## src/rtl/rep_iter_ctrl.sv

```systemverilog
// REP string-instruction sequencer: issues the first iteration combinationally,
// then replays from registered addresses/count until the count is exhausted.
module rep_iter_ctrl (
  input  logic        clk,
  input  logic        clr,
  input  logic        valid_in,
  input  logic        is_rep,
  input  logic [31:0] count_in,
  input  logic        addrmode,
  input  logic [31:0] addr1_in,
  input  logic [31:0] addr2_in,
  input  logic [1:0]  opsize,
  input  logic        dflag,
  input  logic        advance,
  input  logic        flush,
  output logic [31:0] mem_addr1,
  output logic [31:0] mem_addr2,
  output logic        iter_valid,
  output logic        rep_stall,
  output logic [31:0] cnt_remaining,
  output logic        rep_skip
);

  typedef enum logic {
    IDLE = 1'b0,
    RUN  = 1'b1
  } state_e;

  state_e      state_q, state_d;
  logic [31:0] cnt_q, cnt_d;
  logic [31:0] a1_q, a1_d;
  logic [31:0] a2_q, a2_d;
  logic [1:0]  opsize_q, opsize_d;
  logic        dflag_q, dflag_d;

  logic [31:0] cnt_eff;
  logic [31:0] step_in;
  logic [31:0] step_run;
  logic        cnt_zero;
  logic        cnt_multi;

  function automatic logic [31:0] step_addr(input logic [31:0] a,
                                            input logic [31:0] s,
                                            input logic        dec);
    return dec ? (a - s) : (a + s);
  endfunction

  assign cnt_eff   = addrmode ? count_in : {16'h0000, count_in[15:0]};
  assign step_in   = 32'd1 << opsize;
  assign step_run  = 32'd1 << opsize_q;
  assign cnt_zero  = (cnt_eff == 32'd0);
  assign cnt_multi = (cnt_eff >= 32'd2);

  always_comb begin
    state_d       = state_q;
    cnt_d         = cnt_q;
    a1_d          = a1_q;
    a2_d          = a2_q;
    opsize_d      = opsize_q;
    dflag_d       = dflag_q;
    mem_addr1     = addr1_in;
    mem_addr2     = addr2_in;
    iter_valid    = 1'b0;
    rep_stall     = 1'b0;
    rep_skip      = 1'b0;
    cnt_remaining = cnt_eff;

    case (state_q)
      IDLE: begin
        iter_valid    = valid_in & advance & ~(is_rep & cnt_zero);
        rep_skip      = valid_in & is_rep & cnt_zero;
        rep_stall     = valid_in & is_rep & cnt_multi;
        cnt_remaining = (is_rep && !cnt_zero) ? (cnt_eff - 32'd1) : cnt_eff;
        // Without advance the first iteration is simply re-presented next cycle.
        if (valid_in && is_rep && cnt_multi && advance) begin
          state_d  = RUN;
          cnt_d    = cnt_eff - 32'd1;
          a1_d     = step_addr(addr1_in, step_in, dflag);
          a2_d     = step_addr(addr2_in, step_in, dflag);
          opsize_d = opsize;
          dflag_d  = dflag;
        end
      end
      RUN: begin
        mem_addr1     = a1_q;
        mem_addr2     = a2_q;
        iter_valid    = advance;
        rep_stall     = (cnt_q > 32'd1);
        cnt_remaining = cnt_q - 32'd1;
        if (advance) begin
          cnt_d = cnt_q - 32'd1;
          a1_d  = step_addr(a1_q, step_run, dflag_q);
          a2_d  = step_addr(a2_q, step_run, dflag_q);
          if (cnt_q == 32'd1) begin
            state_d = IDLE;
          end
        end
      end
      default: begin
        state_d = IDLE;
      end
    endcase

    if (flush) begin
      state_d    = IDLE;
      cnt_d      = 32'd0;
      iter_valid = 1'b0;
      rep_stall  = 1'b0;
      rep_skip   = 1'b0;
    end

    if (clr) begin
      iter_valid = 1'b0;
      rep_stall  = 1'b0;
      rep_skip   = 1'b0;
    end
  end

  always_ff @(posedge clk) begin
    if (clr) begin
      state_q  <= IDLE;
      cnt_q    <= 32'd0;
      a1_q     <= 32'd0;
      a2_q     <= 32'd0;
      opsize_q <= 2'd0;
      dflag_q  <= 1'b0;
    end else begin
      state_q  <= state_d;
      cnt_q    <= cnt_d;
      a1_q     <= a1_d;
      a2_q     <= a2_d;
      opsize_q <= opsize_d;
      dflag_q  <= dflag_d;
    end
  end

endmodule

```

## config.mk

```make
export PLATFORM = sky130hd
export DESIGN_NAME = rep_iter_ctrl
export DESIGN_NICKNAME = d
export VERILOG_FILES = /design/src/rtl/rep_iter_ctrl.sv
export SDC_FILE = /design/constraint.sdc
export NUM_CORES = 1
export LEC_CHECK = 0
export CORE_MARGIN = 4
export CORE_UTILIZATION = 57
export CTS_CLUSTER_DIAMETER = 120
export DETAILED_ROUTE_END_ITERATION = 8
export PLACE_DENSITY = 0.85
export SKIP_CTS_REPAIR_TIMING = 1
export SLEW_MARGIN = 20
export SYNTH_ARGS = -nofsm -noshare
export SYNTH_HDL_FRONTEND = slang
export SYNTH_SLANG_ARGS = --single-unit
```

## constraint.sdc

```tcl
create_clock -name clk -period 6.2 [get_ports clk]
set_clock_uncertainty 0.15 [all_clocks]
set_input_delay 1.24 -clock clk [delete_from_list [all_inputs] [get_ports clk]]
set_output_delay 1.24 -clock clk [all_outputs]
set_load 0.01 [all_outputs]
```

# Word level (Yosys, flattened, before mapping)
# Index checks and enable logic that the tools add are counted.
# classes
add_sub_neg	10
n_lt_le_gt_ge	2
n_eq_ne	3
shifts	2
n_mux	31
bitwise	8
n_reduce_logical	9
# ops
op	count
32-bit 2-to-1 mux	14
32-bit case mux with 2 select lines	4
32-bit adder	4
32-bit subtractor	4
1-bit by 2-bit left shift with 32-bit output (first input constant)	2
32-bit by 1-bit subtractor with 32-bit output (second input constant)	2
32-bit by 1-bit == test with 1-bit output (second input constant)	1
32-bit by 2-bit >= comparator with 1-bit output (second input constant)	1
32-bit by 1-bit > comparator with 1-bit output (second input constant)	1
32-bit logical NOT	1
1-bit 2-to-1 mux	10
1-bit AND	6
1-bit case mux with 2 select lines	3
1-bit logical AND	4
2-bit != test (second input constant)	2
2-bit AND reduction	2
1-bit inverter	2
2-bit OR reduction	1
1-bit logical NOT	1
# word_totals
reg_bits	100
in_bits	106
out_inout_bits	99
word_cells	71

# Depth between registers and ports, before layout
# Gate-level depths: netlist of the first run.
# logic_depth
ltp_word	8
ltp_mapped	17

# Least setup slack after synthesis of the first run
# OpenSTA, ideal clock, no wires.
# synth_path
path_kind	input -> register
startpoint	input port opsize[1]
endpoint	register a1_q[31]
arrival_ps	4875
t_required_ps	5949
path_slack_ps	1074
stages	17
n_path_buf	2
cell_sequence	buf_2 nor2_1 inv_1 ha_1 a21o_1 ha_1 clkbuf_1 a211oi_1 o21ai_0 and4b_1 a21oi_1 o21ai_1 o21ai_1 a32o_1 a2111oi_0 nor4_1 o41ai_1
# synth_via
elab_chain_len	5
word_cells_on_any_way	6
# synth_rtl
element	line	text
start: declaration	12	input logic [1:0] opsize,
1-bit by 2-bit left shift with 32-bit output (*)	49	assign step_in = 32'd1 << opsize;
32-bit adder or 32-bit subtractor (tied branches)	45	return dec ? (a - s) : (a + s);
32-bit 2-to-1 mux (*)	45	
32-bit 2-to-1 mux (*)	75	if (valid_in && is_rep && cnt_multi && advance) begin
32-bit case mux with 2 select lines (*)	68	case (state_q)
end signal: assignment	123	a1_q <= 32'd0;
end signal: assignment	130	a1_q <= a1_d;
end: declaration	31	logic [31:0] a1_q, a1_d;
# Every way passes the cells marked *; elsewhere a longest branch is shown, timed or not. The select of a mux whose other input is x is not followed.
# A chain may end at the register's enable or synchronous reset.

# Final worst setup path of the first run
# layout_path
startpoint	input port count_in[21]
endpoint	output port cnt_remaining[29]
# layout_via
elab_chain_len	6
word_cells_on_any_way	7
# layout_rtl
element	line	text
start: declaration	8	input logic [31:0] count_in,
32-bit 2-to-1 mux (*)	48	assign cnt_eff = addrmode ? count_in : {16'h0000, count_in[15:0]};
parallel branches: the longest is 3 deep, another holds 32-bit by 1-bit subtractor with 32-bit output	-	
32-bit 2-to-1 mux (*)	73	cnt_remaining = (is_rep && !cnt_zero) ? (cnt_eff - 32'd1) : cnt_eff;
32-bit case mux with 2 select lines (*)	68	
end: declaration	20	output logic [31:0] cnt_remaining,
# Every way passes the cells marked *.

==> metrics, run 1 <==
Least-Margin Pin Slew=~1.2 ns; IO Count=between 200 and 250; Max VDD drop=~0.15 mV; Pre-antenna DRT Iters=6; die area=about 27000 µm²; RSZ-0062 raised after global routing=no; Fin. Hold Viols=0; grt total ovfl=0; register area share after synthesis=14.4%; Total Routing Usage GR=between 30% and 40%; commonest non-fill, non-tap cells in the layout=203 x clkdlybuf4s50_1, 182 x nand2_1, 181 x a21oi_1, 149 x nor2_1, 123 x ha_1; top_reg_cell synth=dfxtp_1; # rows=between 50 and 60; setup TNS=0 ns; Setup crit start kind=primary input; worst reg2reg setup slack=a little over 1 ns; number of global-route vias before repair=around 14k; Tmin final=6.01 ns; status=complete, no violations; worst hold-check slack=between 0.3 and 0.4 ns; clock sinks=100; CTS H-tree depth=3; commonest non-fill, non-tap cell in the layout=clkdlybuf4s50_1; sequential cell area=roughly 2000 µm²; total wire length=between 40000 and 50000 µm; DRC=0; Finish-stage setup viols=0; Synth async-reset ratio=0%; synthesized flop and latch total=100; wire per inst=~19 µm; final core occ=a little over two thirds; Starting Density=about 60%; Max Fclk=~170 MHz; Syn Std Cell Area=13900 µm²; worst-skew pair later-pin latency=~0.36 ns; initial antenna violation count=0; clock tree buffer depth=2; maxcap violations=0; # diodes=0; layout cells sized above 1=7.02%; CP Max Fanout=9; Die Y-Extent=164 µm; gpl congestion=0.992; Leak=about 0.0067 µW; multi-input logic area=11300 µm²; Final ANT Viol Nets=0; CTS tree=yes; Clock transition at path regs=~0.070 ns; Warnings, synthesis=0; Filler cells=~2.0k; Final Cycle Share=a little over nine tenths; Worst slew margin=a little over a fifth; Data required, critical path=4.81 ns; PortBufs=204; Worst Hold Class=flip-flop to flip-flop; clock buffer count from CTS=9; CTS root buffer=clkbuf_16; Post-synth EDFFs=0; total number of vias=about 16k; type of the worst setup path=primary input to output pin; vias per inst=about 6.5; Cell Pwr Density=between 150 and 200 nW/µm²; crit end category=output pin; Power, Total=between 2000 and 3000 µW; synth-to-layout area growth=18.9%; Max Slew Vio Count=0; post-synth cell types=approximately 90; maximum number of pins on one net before global-route repair=138; first-pass GRT wire length=roughly 72000 µm; Synthesized Nets=~2.2k; 1st-iter DRT viols=just under 2k; Die X=164 µm; Avg Cell Area, Syn=7.22 µm²; Mapped Cells=1926; Net count, final=about 2.3k; CORE AREA=between 20000 and 25000 µm²; placed wire-length estimate=between 30000 and 40000 µm; Arr. time, crit path=approximately 4.6 ns
==> synthesized netlist by cell type (4+ instances only) <==
| cell | count | area (µm²) |
|---|---|---|
| a211oi_1 | 46 | 345 |
| a21boi_0 | 9 | 67.6 |
| a21o_1 | 81 | 608 |
| a21oi_1 | 181 | 906 |
| a221oi_1 | 9 | 78.8 |
| a22oi_1 | 11 | 82.6 |
| a311oi_1 | 5 | 43.8 |
| a31o_2 | 5 | 43.8 |
| a31oi_1 | 39 | 244 |
| and2_1 | 12 | 75.1 |
| and3_1 | 19 | 119 |
| buf_1 | 7 | 26.3 |
| buf_2 | 7 | 35.0 |
| clkbuf_1 | 103 | 387 |
| dfxtp_1 | 100 | 2000 |
| ha_1 | 123 | 1540 |
| inv_1 | 45 | 169 |
| mux2_2 | 64 | 721 |
| mux2i_1 | 7 | 70.1 |
| nand2_1 | 182 | 683 |
| nand2b_1 | 17 | 106 |
| nand3_1 | 44 | 220 |
| nand3b_1 | 6 | 45.0 |
| nand4_1 | 19 | 119 |
| nor2_1 | 149 | 559 |
| nor2b_1 | 16 | 100 |
| nor3_1 | 57 | 285 |
| nor3b_1 | 5 | 37.5 |
| nor4_1 | 10 | 62.6 |
| o2111a_1 | 4 | 45.0 |
| o2111ai_1 | 4 | 35.0 |
| o211ai_1 | 30 | 225 |
| o21a_1 | 8 | 60.1 |
| o21ai_0 | 122 | 611 |
| o21ai_1 | 19 | 95.1 |
| o21bai_1 | 18 | 135 |
| o221ai_1 | 7 | 61.3 |
| o22ai_1 | 17 | 106 |
| o31a_1 | 6 | 52.6 |
| o31ai_1 | 17 | 128 |
| or2_1 | 4 | 25.0 |
| or3_1 | 33 | 206 |
| or4_1 | 9 | 67.6 |
| xnor2_1 | 111 | 972 |
| xor2_1 | 61 | 534 |
==> metal layers <==
metal / part of all wire, % / track usage (%)
met5: 0 / 0
met4: 2.8 / 11.2
met3: 9.0 / 4.07
met2: 45 / 51.3
met1: 43 / 44.4
==> worst paths after layout <==
kind | startpoint | to | depth (start not counted)
setup / recovery | count_in[21] | cnt_remaining[29] | 11
hold / removal | cnt_q[7]$_SDFFE_PP0P_ | cnt_q[7]$_SDFFE_PP0P_ | 2
setup reg to reg | opsize_q[0]$_SDFFE_PP0P_ | a1_q[31]$_SDFFE_PP0P_ | 15
hold reg to reg | cnt_q[7]$_SDFFE_PP0P_ | cnt_q[7]$_SDFFE_PP0P_ | 2
==> kinds of logic (layout without fill, tap and decap cells) <==
kind of cell / count (synthesis) / after routing / share of synthesized area [%]
xor+xnor: 174 / 174 / 11.1
buf+inv: 163 / 302 / 4.49
flops: 100 / 100 / 14.4
fa+ha+maj: 126 / 126 / 11.3
mux: 71 / 71 / 5.68
simple gates: 601 / 601 / 20.6
compound gates: 691 / 691 / 32.5
==> critical path, cell delays in order <==
cell and delay (ns):
clkdlybuf4s50_1 0.46, or4_1 0.58, o21a_1 0.23, nor4_2 0.35, nand2_1 0.16, and2_1 0.36, and2_1 0.26, a21oi_1 0.16
a211oi_1 0.07, a21oi_1 0.19, clkdlybuf4s50_1 0.57
==> report_power, final <==
part | internal, µW | switching [µW]
Combinational | 539 | 672
Clock | 386 | 271
Sequential | 673 | 39.9
Total | 1600 | 983
==> stage by stage <==
| stage | setup slack [ns] | cell area (µm²) | instances |
|---|---|---|---|
| finish | 0.195 | 16500 | 2384 |
| CTS | 0.179 | 16500 | 2384 |
| detailed placement | 0.195 | 16200 | 2369 |
| floorplan | 1.07 | 13900 | 1926 |
| global placement | 0.340 | 16200 | 2369 |
| global route | 0.0657 | 16500 | 2384 |
==> final cells by class <==
class                           instances  share of cell area (%)
Clock inverter                          4                   0.424
Inverter                               45                    1.02
Clock buffer                           11                    1.60
Multi-Input combinational cell       1663                    68.3
Tap cell                              319                    2.41
Sequential cell                       100                    12.1
Timing Repair Buffer                  242                    14.1
==> flip-flops by register name, indices dropped and copies added (netlist names) <==
name,cells
state_q,1
a2_q,32
dflag_q,1
opsize_q,2
cnt_q,32
a1_q,32
Power figures use the tool's default switching activity.
==> inputs of run 2 (changes only) <==
CORE_UTILIZATION = 45   (was 57)
PLACE_DENSITY = 0.7   (was 0.85)
==> run 2 against run 1 <==
Routed wire length grew 1.5%. Sequential power about the same. Clock power increased by 4.6%. Core utilization down 15 points. Maximum frequency grew 1.0%. Sequential share of layout area shrank 0.11 points.
==> metrics, run 2 (same netlist as run 1, synthesis figures left out) <==
commonest non-fill, non-tap cell in the layout=clkdlybuf4s50_1; total number of vias=15.2k (-2.7%); DRC=0 (unchanged); type of the worst setup path=primary input to output pin; IO Count=205 (unchanged); # diodes=0 (unchanged); vias per inst=6.15 (-6.0%); Pre-antenna DRT Iters=5 (-1); met1 Use GR=34.6% (-9.8 points); M3 GR Usage=2.20% (-1.9 points); Fin. Hold Viols=0 (unchanged); Total Routing Usage GR=25.6% (-6.5 points); Setup crit start kind=primary input; Cell Pwr Density=156 nW/µm² (about the same); Power, Total=2600 µW (+0.89%); initial antenna violation count=0 (unchanged); Max VDD drop=0.161 mV (+6.5%); Net count, final=2294 (+0.17%); CTS H-tree depth=3 (unchanged); Data required, critical path=4.81 ns (about the same); Tmin final=5.95 ns (-0.0600 ns); Max Fclk=168 MHz (+1.0%); total wire length=45600 µm (+1.5%); Worst Hold Class=flip-flop to flip-flop; commonest non-fill, non-tap cells in the layout=203 x clkdlybuf4s50_1, 181 x nand2_1, 181 x a21oi_1, 149 x nor2_1, 123 x ha_1; Die Y-Extent=184 µm (+12%); 1st-iter DRT viols=1045 (-46%); crit end category=output pin; status=complete, no violations; leading registers by flop count=a1_q (32), a2_q (32), cnt_q (32); wire per inst=18.5 µm (-1.8%); setup TNS=0 ns (unchanged); grt total ovfl=0 (unchanged); maximum number of pins on one net before global-route repair=151 (+9.4%); maxcap violations=0 (unchanged); first-pass GRT wire length=72200 µm (+0.14%); Starting Density=45.6% (-13 points); final worst slack=0.255 ns (+0.0600 ns); CTS root buffer=clkbuf_16; RSZ-0062 raised after global routing=no; clock tree buffer depth=2 (unchanged); CORE AREA=30500 µm² (+28%); Worst slew margin=26.5% (+5.3 points); PortBufs=204 (unchanged); number of global-route vias before repair=14.1k (-2.7%); Max Slew Vio Count=0 (unchanged); placed wire-length estimate=34400 µm (+2.7%); gpl congestion=1.00 (+1.1%); Die X=184 µm (+12%); worst reg2reg setup slack=1.10 ns (+0.07 ns); Clock transition at path regs=0.08 ns (about the same); clock buffer count from CTS=9 (unchanged); Arr. time, crit path=4.56 ns (-0.06 ns); pre-CTS setup slack=0.216 ns (+0.0210 ns); Final ANT Viol Nets=0 (unchanged); Leak=0.00676 µW (+0.43%); layout cells sized above 1=7.20% (+0.18 points); CTS tree=yes; M2 GR Usage=44.4% (-7.0 points); # rows=64 (+14%); Least-Margin Pin Slew=1.10 ns (-0.0722 ns); Final Cycle Share=95.9% (-0.97 points); worst-skew pair later-pin latency=0.36 ns (about the same); die area=33800 µm² (+25%); synth-to-layout area growth=19.9%; Finish-stage setup viols=0 (unchanged); busiest grt layer=met2; CP Max Fanout=4 (-5); clock sinks=100 (unchanged)
==> run 2: worst max-delay path: stages <==
cell and delay, ns:
clkdlybuf4s50_1 0.52, nor4_4 0.46, nand4_1 0.20, or2_1 0.30, and2b_1 0.23, or3b_1 0.35
a32oi_1 0.29, nor2_1 0.07, a311oi_1 0.24, a21oi_1 0.10, clkdlybuf4s50_1 0.55
==> run 2: routing by layer <==
| metal | up-vias | share of wire (%) | wire length (µm) |
|---|---|---|---|
| li1 | 7453 | - | - |
| met1 | 7107 | 45 | 20500 |
| met2 | 542 | 48 | 21700 |
| met3 | 57 | 5.5 | 2510 |
| met4 | 0 | 2.0 | 892 |
| met5 | - | 0 | 0 |
==> run 2: metrics by stage <==
step / util, % / instances / hold slack, ns / instance area (µm²)
floorplan: - / 1926 / 0.295 / 13900
global placement: 53.5 / 2450 / 0.312 / 16300
detailed placement: 53.5 / 2450 / 0.317 / 16300
CTS: 54.6 / 2466 / 0.329 / 16700
global route: 54.7 / 2466 / 0.352 / 16700
finish: 54.7 / 2466 / 0.327 / 16700
==> run 2: layout make-up <==
| type | count | area [µm²] |
|---|---|---|
| Fill cell | 2947 | 13800 |
| Tap cell | 396 | 495 |
| Clock inverter | 5 | 108 |
| Sequential cell | 100 | 2010 |
| Timing Repair Buffer | 246 | 2360 |
| Multi-Input combinational cell | 1663 | 11300 |
| Clock buffer | 11 | 243 |
| Inverter | 45 | 169 |
==> run 2: path summary, 6_finish.rpt <==
path	depth (start not counted)	end	start
worst max-delay path	11	cnt_remaining[25]	count_in[8]
worst min-delay path	2	cnt_q[7]$_SDFFE_PP0P_	cnt_q[7]$_SDFFE_PP0P_
worst min register to register	2	cnt_q[7]$_SDFFE_PP0P_	cnt_q[7]$_SDFFE_PP0P_
worst max register to register	15	a1_q[31]$_SDFFE_PP0P_	opsize_q[0]$_SDFFE_PP0P_
==> run 2: power by group <==
| part | internal (µW) | switching [µW] | leakage (µW) |
|---|---|---|---|
| Sequential | 673 | 38.4 | 0.000816 |
| Clock | 409 | 278 | 0.000170 |
| Combinational | 542 | 665 | 0.00578 |
| Total | 1620 | 981 | 0.00676 |
